File: src/rtl/flag_alu_unit.sv
// flag_alu_unit: execute-stage ALU with NZCV flag generation.
// Holds the architectural flags and one saved copy used across exception entry and return.
// Flag packing is {V,C,Z,N} in bits [3:0].
module flag_alu_unit #(
   parameter int DATA_W = 32
) (
   input  logic              clk,
   input  logic              rst,
   input  logic              in_valid,
   input  logic [3:0]        opcode,
   input  logic              s_bit,
   input  logic              cond_pass,
   input  logic [DATA_W-1:0] op_a,
   input  logic [DATA_W-1:0] op_b,
   input  logic              shift_carry,
   input  logic              msr_we,
   input  logic [3:0]        msr_flags,
   input  logic              exc_save,
   input  logic              exc_restore,
   output logic              out_valid,
   output logic [DATA_W-1:0] out_result,
   output logic              out_wb,
   output logic [3:0]        flags,
   output logic [3:0]        flags_fwd,
   output logic [3:0]        spsr_flags
);

   localparam logic [3:0] OP_AND = 4'b0000;
   localparam logic [3:0] OP_EOR = 4'b0001;
   localparam logic [3:0] OP_SUB = 4'b0010;
   localparam logic [3:0] OP_RSB = 4'b0011;
   localparam logic [3:0] OP_ADD = 4'b0100;
   localparam logic [3:0] OP_ADC = 4'b0101;
   localparam logic [3:0] OP_SBC = 4'b0110;
   localparam logic [3:0] OP_RSC = 4'b0111;
   localparam logic [3:0] OP_TST = 4'b1000;
   localparam logic [3:0] OP_TEQ = 4'b1001;
   localparam logic [3:0] OP_CMP = 4'b1010;
   localparam logic [3:0] OP_CMN = 4'b1011;
   localparam logic [3:0] OP_ORR = 4'b1100;
   localparam logic [3:0] OP_MOV = 4'b1101;
   localparam logic [3:0] OP_BIC = 4'b1110;
   localparam logic [3:0] OP_MVN = 4'b1111;

   localparam int MSB = DATA_W - 1;

   logic [3:0]        flags_q, flags_d;
   logic [3:0]        spsr_q, spsr_d;
   logic              valid_q, valid_d;
   logic [DATA_W-1:0] result_q, result_d;
   logic              wb_q, wb_d;

   logic [DATA_W-1:0] alu_x, alu_y;
   logic              alu_cin;
   logic              alu_arith;
   logic [DATA_W-1:0] alu_logic;
   logic [DATA_W:0]   alu_sum;
   logic [DATA_W-1:0] alu_res;
   logic [3:0]        alu_flags;
   logic              alu_wb;
   logic              exec;

   assign exec = in_valid & cond_pass;

   // Datapath: select adder operands or logical result, then derive NZCV.
   always_comb begin
      alu_x     = op_a;
      alu_y     = op_b;
      alu_cin   = 1'b0;
      alu_arith = 1'b1;
      alu_logic = '0;
      unique case (opcode)
         OP_SUB, OP_CMP: begin
            alu_y   = ~op_b;
            alu_cin = 1'b1;
         end
         OP_RSB: begin
            alu_x   = op_b;
            alu_y   = ~op_a;
            alu_cin = 1'b1;
         end
         OP_ADD, OP_CMN: begin
            alu_cin = 1'b0;
         end
         OP_ADC: begin
            alu_cin = flags_q[2];
         end
         OP_SBC: begin
            alu_y   = ~op_b;
            alu_cin = flags_q[2];
         end
         OP_RSC: begin
            alu_x   = op_b;
            alu_y   = ~op_a;
            alu_cin = flags_q[2];
         end
         OP_AND, OP_TST: begin
            alu_arith = 1'b0;
            alu_logic = op_a & op_b;
         end
         OP_EOR, OP_TEQ: begin
            alu_arith = 1'b0;
            alu_logic = op_a ^ op_b;
         end
         OP_ORR: begin
            alu_arith = 1'b0;
            alu_logic = op_a | op_b;
         end
         OP_MOV: begin
            alu_arith = 1'b0;
            alu_logic = op_b;
         end
         OP_BIC: begin
            alu_arith = 1'b0;
            alu_logic = op_a & ~op_b;
         end
         OP_MVN: begin
            alu_arith = 1'b0;
            alu_logic = ~op_b;
         end
         default: begin
            alu_arith = 1'b1;
         end
      endcase

      alu_sum = {1'b0, alu_x} + {1'b0, alu_y} + {{DATA_W{1'b0}}, alu_cin};
      alu_res = alu_arith ? alu_sum[DATA_W-1:0] : alu_logic;

      alu_flags[0] = alu_res[MSB];
      alu_flags[1] = (alu_res == '0);
      if (alu_arith) begin
         alu_flags[2] = alu_sum[DATA_W];
         alu_flags[3] = (alu_x[MSB] == alu_y[MSB]) & (alu_sum[MSB] != alu_x[MSB]);
      end else begin
         // Logical ops take C from the shifter and leave V alone.
         alu_flags[2] = shift_carry;
         alu_flags[3] = flags_q[3];
      end

      // Compare/test opcodes only update flags, never Rd.
      alu_wb = (opcode[3:2] != 2'b10);
   end

   // Next-state selection; flags follow reset > restore > MSR > S-bit > hold.
   always_comb begin
      flags_d  = flags_q;
      spsr_d   = spsr_q;
      valid_d  = exec;
      result_d = result_q;
      wb_d     = wb_q;

      if (exec) begin
         result_d = alu_res;
         wb_d     = alu_wb;
      end

      if (exc_restore) begin
         flags_d = spsr_q;
      end else if (msr_we) begin
         flags_d = msr_flags;
      end else if (exec && s_bit) begin
         flags_d = alu_flags;
      end

      // Save uses the pre-update flags, so save+restore together swaps them.
      if (exc_save) begin
         spsr_d = flags_q;
      end

      if (rst) begin
         flags_d  = '0;
         spsr_d   = '0;
         valid_d  = 1'b0;
         result_d = '0;
         wb_d     = 1'b0;
      end
   end

   // State registers with synchronous reset.
   always_ff @(posedge clk) begin
      if (rst) begin
         flags_q  <= '0;
         spsr_q   <= '0;
         valid_q  <= 1'b0;
         result_q <= '0;
         wb_q     <= 1'b0;
      end else begin
         flags_q  <= flags_d;
         spsr_q   <= spsr_d;
         valid_q  <= valid_d;
         result_q <= result_d;
         wb_q     <= wb_d;
      end
   end

   assign out_valid  = valid_q;
   assign out_result = result_q;
   assign out_wb     = wb_q;
   assign flags      = flags_q;
   assign flags_fwd  = flags_d;
   assign spsr_flags = spsr_q;

endmodule

File: config.mk
export PLATFORM = sky130hd
export DESIGN_NAME = flag_alu_unit
export DESIGN_NICKNAME = d
export VERILOG_FILES = /design/src/rtl/flag_alu_unit.sv
export SDC_FILE = /design/constraint.sdc
export NUM_CORES = 1
export LEC_CHECK = 0
export BUFFER_PORTS_ARGS = -buffer_cell sky130_fd_sc_hd__buf_4
export CORE_ASPECT_RATIO = 0.5
export CORE_MARGIN = 10
export CORE_UTILIZATION = 58
export DETAILED_ROUTE_END_ITERATION = 16
export PLACE_DENSITY = 0.83
export SETUP_SLACK_MARGIN = 0.1
export SKIP_CTS_REPAIR_TIMING = 1
export SLEW_MARGIN = 15
export SYNTH_ARGS = -nofsm -noshare
export SYNTH_HDL_FRONTEND = slang
export SYNTH_SLANG_ARGS = --single-unit
export TNS_END_PERCENT = 100
File: constraint.sdc
create_clock -name clk -period 7.2 [get_ports clk]
set_input_delay 0.72 -clock clk [delete_from_list [all_inputs] [get_ports clk]]
set_output_delay 0.72 -clock clk [all_outputs]
set_load 0.01 [all_outputs]
-- Yosys cells after proc, flatten, opt, wreduce, memory -nomap -nowiden
Index checks and enable logic that the tools add are counted.
- add/subtract/negate cells: 2
- equality and inequality tests: 16
- multiplexer cells: 10
- bitwise operators: 8
- reductions and logical operators: 10
- operators by type and width (operator ; number):
    32-bit one-hot mux with 6 select lines ; 1
    32-bit bitwise AND ; 2
    32-bit 2-to-1 mux ; 2
    32-bit NOT ; 2
    32-bit one-hot mux with 2 select lines ; 1
    32-bit by 32-bit adder with 33-bit output ; 1
    33-bit by 1-bit adder with 33-bit output ; 1
    32-bit zero test ; 1
    32-bit bitwise OR ; 1
    32-bit bitwise XOR ; 1
    4-bit equality test, second input constant ; 7
    4-bit 2-to-1 mux ; 4
    4-bit by 3-bit equality test with 1-bit output, second input constant ; 3
    3-bit OR reduction ; 3
    4-bit by 2-bit equality test with 1-bit output, second input constant ; 2
    8-bit OR reduction ; 1
    2-bit OR reduction ; 3
    4-bit by 1-bit equality test with 1-bit output, second input constant ; 1
    4-bit zero test ; 1
    1-bit bitwise AND ; 2
    2-bit 2-to-1 mux ; 1
    2-bit != test, second input constant ; 1
    1-bit one-hot mux with 2 select lines ; 1
    1-bit equality test ; 1
    other kinds (2) ; 2
- register bits: 42
- bits of input ports: 81
- output and inout bits: 46
- word-level logic and storage cells: 51

-- Logic depth before layout (Yosys ltp)
- depth after elaboration: 12
- mapped depth: 20
- mapped depth without buffers: 17

-- Worst setup path after synthesis
Ideal clock, no wire load.
- path type: input port to output port
- from: input port opcode[0]
- to: output port flags_fwd[1]
- data arrival time: 5.037 ns
- data required time: 6.480 ns
- setup slack: 1.443 ns
- stages on the path: 20
- buffers on the path: 5
- cells stage by stage: buf_2 -> buf_2 -> buf_2 -> buf_1 -> o31ai_1 -> clkbuf_1 -> nor2_1 -> a211oi_1 -> fa_1 -> inv_1 -> fa_1 -> a211oi_2 -> o21ai_1 -> a21oi_2 -> xnor2_1 -> a221oi_1 -> o311ai_0 -> nor4b_1 -> nand4_1 -> o21ai_1
- cells in the longest elaborated chain, start to end: 11
- elaborated cells on any way between the ends: 33
- those cells by class: add/sub (2); eq/ne (13); mux (9); reduce/logical (9)
- ends and longest elaborated chain (what ; RTL line ; text):
    from (decl) ; 10 ; input logic [3:0] opcode,
    4-bit by 3-bit equality test with 1-bit output, or another cell as far along ; 72 ; unique case (opcode)
    3-bit OR reduction (no line) or 2-bit OR reduction (tied branches) ; -- ;
    32-bit one-hot mux with 2 select lines or 32-bit 2-to-1 mux (tied branches) ; 72 ;
    32-bit by 32-bit adder with 33-bit output ; 126 ; alu_sum = {1'b0, alu_x} + {1'b0, alu_y} + {{DATA_W{1'b0}}, alu_cin};
    33-bit by 1-bit adder with 33-bit output ; 126 ;
    32-bit 2-to-1 mux (*) ; 127 ; alu_res = alu_arith ? alu_sum[DATA_W-1:0] : alu_logic;
    32-bit zero test (*) ; 130 ; alu_flags[1] = (alu_res == '0);
    4-bit 2-to-1 mux (*) ; 161 ; end else if (exec && s_bit) begin
    4-bit 2-to-1 mux (*) ; 159 ; end else if (msr_we) begin
    4-bit 2-to-1 mux (*) ; 157 ; if (exc_restore) begin
    4-bit 2-to-1 mux (*) ; 170 ; if (rst) begin
    to (decl) ; 24 ; output logic [3:0] flags_fwd,
Every way passes the cells marked *; elsewhere a longest branch is shown, timed or not.

-- Worst setup path in the final report
- from: input port opcode[2]
- to: output port flags_fwd[1]
Same word-level chain as after synthesis.

==> out/metrics.csv <==
stage;metric;value;unit
die;I/O pin cnt;127;
clock_network;CTS max path bufs;2;
worst_setup_path;WP depth;19;
worst_setup_path;R2R cell count;15;
clock_network;Clk Latency, worst-skew pair;280;ps
logic_synthesis;Synthesized Nets;1207;
hold_path;hold worst-path end;out_result[3]$_SDFFE_PP0P_;
die;Die Ht;96.94;um
power;Sw Share;43.31;%
clock_network;H-tree depth;2;
global_route;first-pass GRT wire length;41890;um
worst_setup_path;Setup CP Type;in2out;
global_route;vias in the first global route;7790;
power;PwrDens;158.8;mW/mm^2
global_route;met1 usage;39.08;%
logic_synthesis;Yosys warnings;0;
logic_synthesis;cell taking the most area after synthesis;dfxtp_1;
timing;Max Freq;156.8;MHz
logic_synthesis;Syn Area/Cell;6.472;sq um
global_route;largest net degree at the start of global routing;66;
timing;post-layout min period;6379;ps
logic_synthesis;Synth Instances;1061;
timing;Slew Limit Fails;0;
placement;Post-DP HPWL;20450;um
die;Initial Utilization;60.86;%
worst_setup_path;Critical Path End Type;output pin;
timing;final hold viol count;0;
timing;Setup violations, final;0;
logic_synthesis;Synth area leaders;dfxtp_1, ha_1, o21ai_0, nand2_1, a21oi_1;
hold_path;Hold Crit Depth;2;
power;Logic pwr share;56.9;%
global_route;initial antenna violation count;1;
worst_setup_path;cell mode on critical path;buf_4;
worst_setup_path;slowest cell delay on critical path;490;ps
clock_network;total CTS buffers;5;
hold_path;hold path start;out_result[3]$_SDFFE_PP0P_;
worst_setup_path;Worst path slowest cell;fa_1;
worst_setup_path;worst r2r src;flags[2]$_SDFF_PP0_;
power;Max rail drop VDD;138.3;uV
worst_setup_path;kind of cell adding the most delay to the critical path;compound AO/OA/AOI/OAI gates;
global_route;total track usage;29.54;%
worst_setup_path;crit path max fanout;31;
die;core area;0.01128;sq mm
cells_and_area;Final #Nets;1286;
timing;unrepaired setup endpoints after global routing;no;
route;DRT antenna net count;0;
power;net switching power;0.5552;mW
run;Max-Cap Viols;0;
global_route;Global Route met3 Usage;9.133;%
timing;slew margin rel.;31.67;%
power;internal power;0.7268;mW
placement;gp weighted congestion;1.018;
route;detailed-router iteration count before antenna repair;6;
worst_setup_path;flop2flop setup slack;3060;ps
hold_path;Worst Hold Class;reg2reg;
worst_setup_path;Buf/Inv on CP;4;
logic_synthesis;register bit total from synthesis;42;
logic_synthesis;Yosys cell types;80;
cells_and_area;Area Overhead vs Synth;17.55;%
global_route;global route hottest layer;met2;
die;Die X;173.9;um
clock_network;clock sink total;42;
cells_and_area;share of cells above drive strength 1;15.43;%
route;DRC;0;
timing;Final period util;88.60;%
route;routed len/inst;20.63;um
clock_network;CTS tree;built;
logic_synthesis;Synth top area share;12.24;%
worst_setup_path;Worst EP arrival;5660;ps
cells_and_area;commonest non-fill, non-tap cells in the layout;o21ai_0, buf_4, nand2_1;
cells_and_area;ant diodes;0;
route;via/cell ratio;6.535;
power;Clk pwr share;22.7;%
clock_network;clock slew at reported path FFs;60;ps
logic_synthesis;Async SR Flop Fraction;0;%
die;DIE AREA;0.01686;sq mm
route;1st-iter DRT viols;1013;
worst_setup_path;R2R Path End;flags[1]$_SDFF_PP0_;
worst_setup_path;Crit path required time;6480;ps
global_route;GRT met2 Usage;44.74;%
timing;smallest hold slack;458.8;ps
timing;clk_skew;7.103;ps
route;WL final;26820;um
cells_and_area;most common cell after layout, fill and taps aside;o21ai_0;
die;floorplan row count;27;
timing;setup tns final;0;ps
timing;Slew @ Worst Pin;999.1;ps
power;Flop pwr share;20.4;%
logic_synthesis;Post-synth EDFFs;0;
route;Vias;8495;
clock_network;Root Buffer;clkbuf_16;
logic_synthesis;Seq/Total Area, Yosys;12.24;%
logic_synthesis;Mapped Area;0.006867;sq mm
worst_setup_path;ordered cell list for the critical path;buf_4 > and2_1 > buf_4 > o31ai_4 > buf_4 > nand2_1 > o21ai_0 > o21ai_0 > fa_1 > a211oi_2 > o211ai_1 > a211oi_1 > nor4_1 > nor3b_1 > o21ai_0 > a2111oi_0 > nand4_1 > o21ai_1 > buf_4;
run_status;status;complete, no violations;
placement;port bufs;126;
power;Lkg Pwr;3.619;nW
logic_synthesis;main flop type after synthesis;dfxtp_1;
cells_and_area;Filler cells;1010;
global_route;Congestion Overflow GR;0;
worst_setup_path;Setup crit start kind;primary input;
-- sequential cells by signal, summed over array words and instances, names as in the netlist --
name	count
out_valid	1
out_result	32
flags	4
spsr_flags	4
out_wb	1
-- cell type report --
| type | count | area [sq um] | share of cell area, % |
|---|---|---|---|
| multi-input cells | 866 | 5449 | 67.51 |
| clock buffers | 5 | 125.1 | 1.550 |
| well taps | 159 | 198.9 | 2.465 |
| clock inverters | 3 | 68.82 | 0.8526 |
| flip-flops and latches | 42 | 840.8 | 10.42 |
| repair buffers | 145 | 1089 | 13.49 |
| inverters | 80 | 300.3 | 3.720 |
-- stage by stage --
step                      power, mW  worst slack, ps  instance area (sq um)  instances  util, %
final                         1.282            820.9                   8071       1300    71.53
after global routing          1.356            383.8                   8071       1300    71.53
after CTS                     1.256            988.5                   8071       1300    71.53
after detailed placement     0.9637             1030                   7878       1292    69.82
after global placement       0.9527             1130                   7878       1292    69.82
after floorplan              0.7251             1443                   6867       1061        -
-- worst max-delay path by stage --
stage              start      endpoint  slack (ps)
2_1_floorplan  opcode[0]  flags_fwd[1]        1440
3_3_place_gp   opcode[2]  flags_fwd[1]        1130
3_5_place_dp   opcode[2]  flags_fwd[1]        1030
4_1_cts        opcode[2]  flags_fwd[1]         990
5_1_grt        opcode[2]  flags_fwd[1]         380
6_report       opcode[2]  flags_fwd[1]         820
-- tightest hold or removal path, stage by stage, from the launching register on --
cell and delay, ps:
dfxtp_1 310, nand2_1 50, a21oi_1 50
-- layer usage --
layer  routed length [um]  part of all wire [%]
met5                   14                 0.052
met3                 3506                    13
met1                11330                    42
met2                11310                    42
met4                  666                   2.5
-- kinds of logic (layout without fill, tap and decap cells) --
group | Yosys count | after routing | share of synthesized area, %
buf+inv | 153 | 233 | 8.928
flops | 42 | 42 | 12.24
fa+ha+maj | 65 | 65 | 12.06
simple gates | 354 | 354 | 23.73
compound gates | 394 | 394 | 36.01
mux | 14 | 14 | 2.059
xor+xnor | 39 | 39 | 4.975
-- cell usage after synthesis, types with 4 or more instances --
cell and count:
o21ai_0 151, nand2_1 144, nor2_1 94, a21oi_1 83, inv_1 79, ha_1 63
clkbuf_1 42, dfxtp_1 42, nor3_1 27, a211oi_1 24, buf_2 22, xor2_1 21
xnor2_1 18, nand3_1 16, mux2i_1 13, nand4_1 13, a221oi_1 12, o211ai_1 12
o22ai_1 12, nand2b_1 10, a31oi_1 9, or3_1 8, a21o_1 7, and3_1 7
o21a_1 7, a22oi_1 6, buf_1 6, o211a_1 6, a311oi_1 5, and2_1 5
o32ai_1 5, a2111oi_0 4, a222oi_1 4, o21ai_1 4, o221ai_1 4
-- power by group through the flow --
| stage | registers (mW) | logic (mW) | clock network (mW) |
|---|---|---|---|
| 2_1_floorplan | 0.270 | 0.455 | 0 |
| 3_3_place_gp | 0.265 | 0.688 | 0 |
| 3_5_place_dp | 0.265 | 0.698 | 0 |
| 4_1_cts | 0.260 | 0.705 | 0.290 |
| 5_1_grt | 0.262 | 0.793 | 0.300 |
| 6_report | 0.261 | 0.730 | 0.291 |
Note: power is estimated with default switching activity, not from simulation.
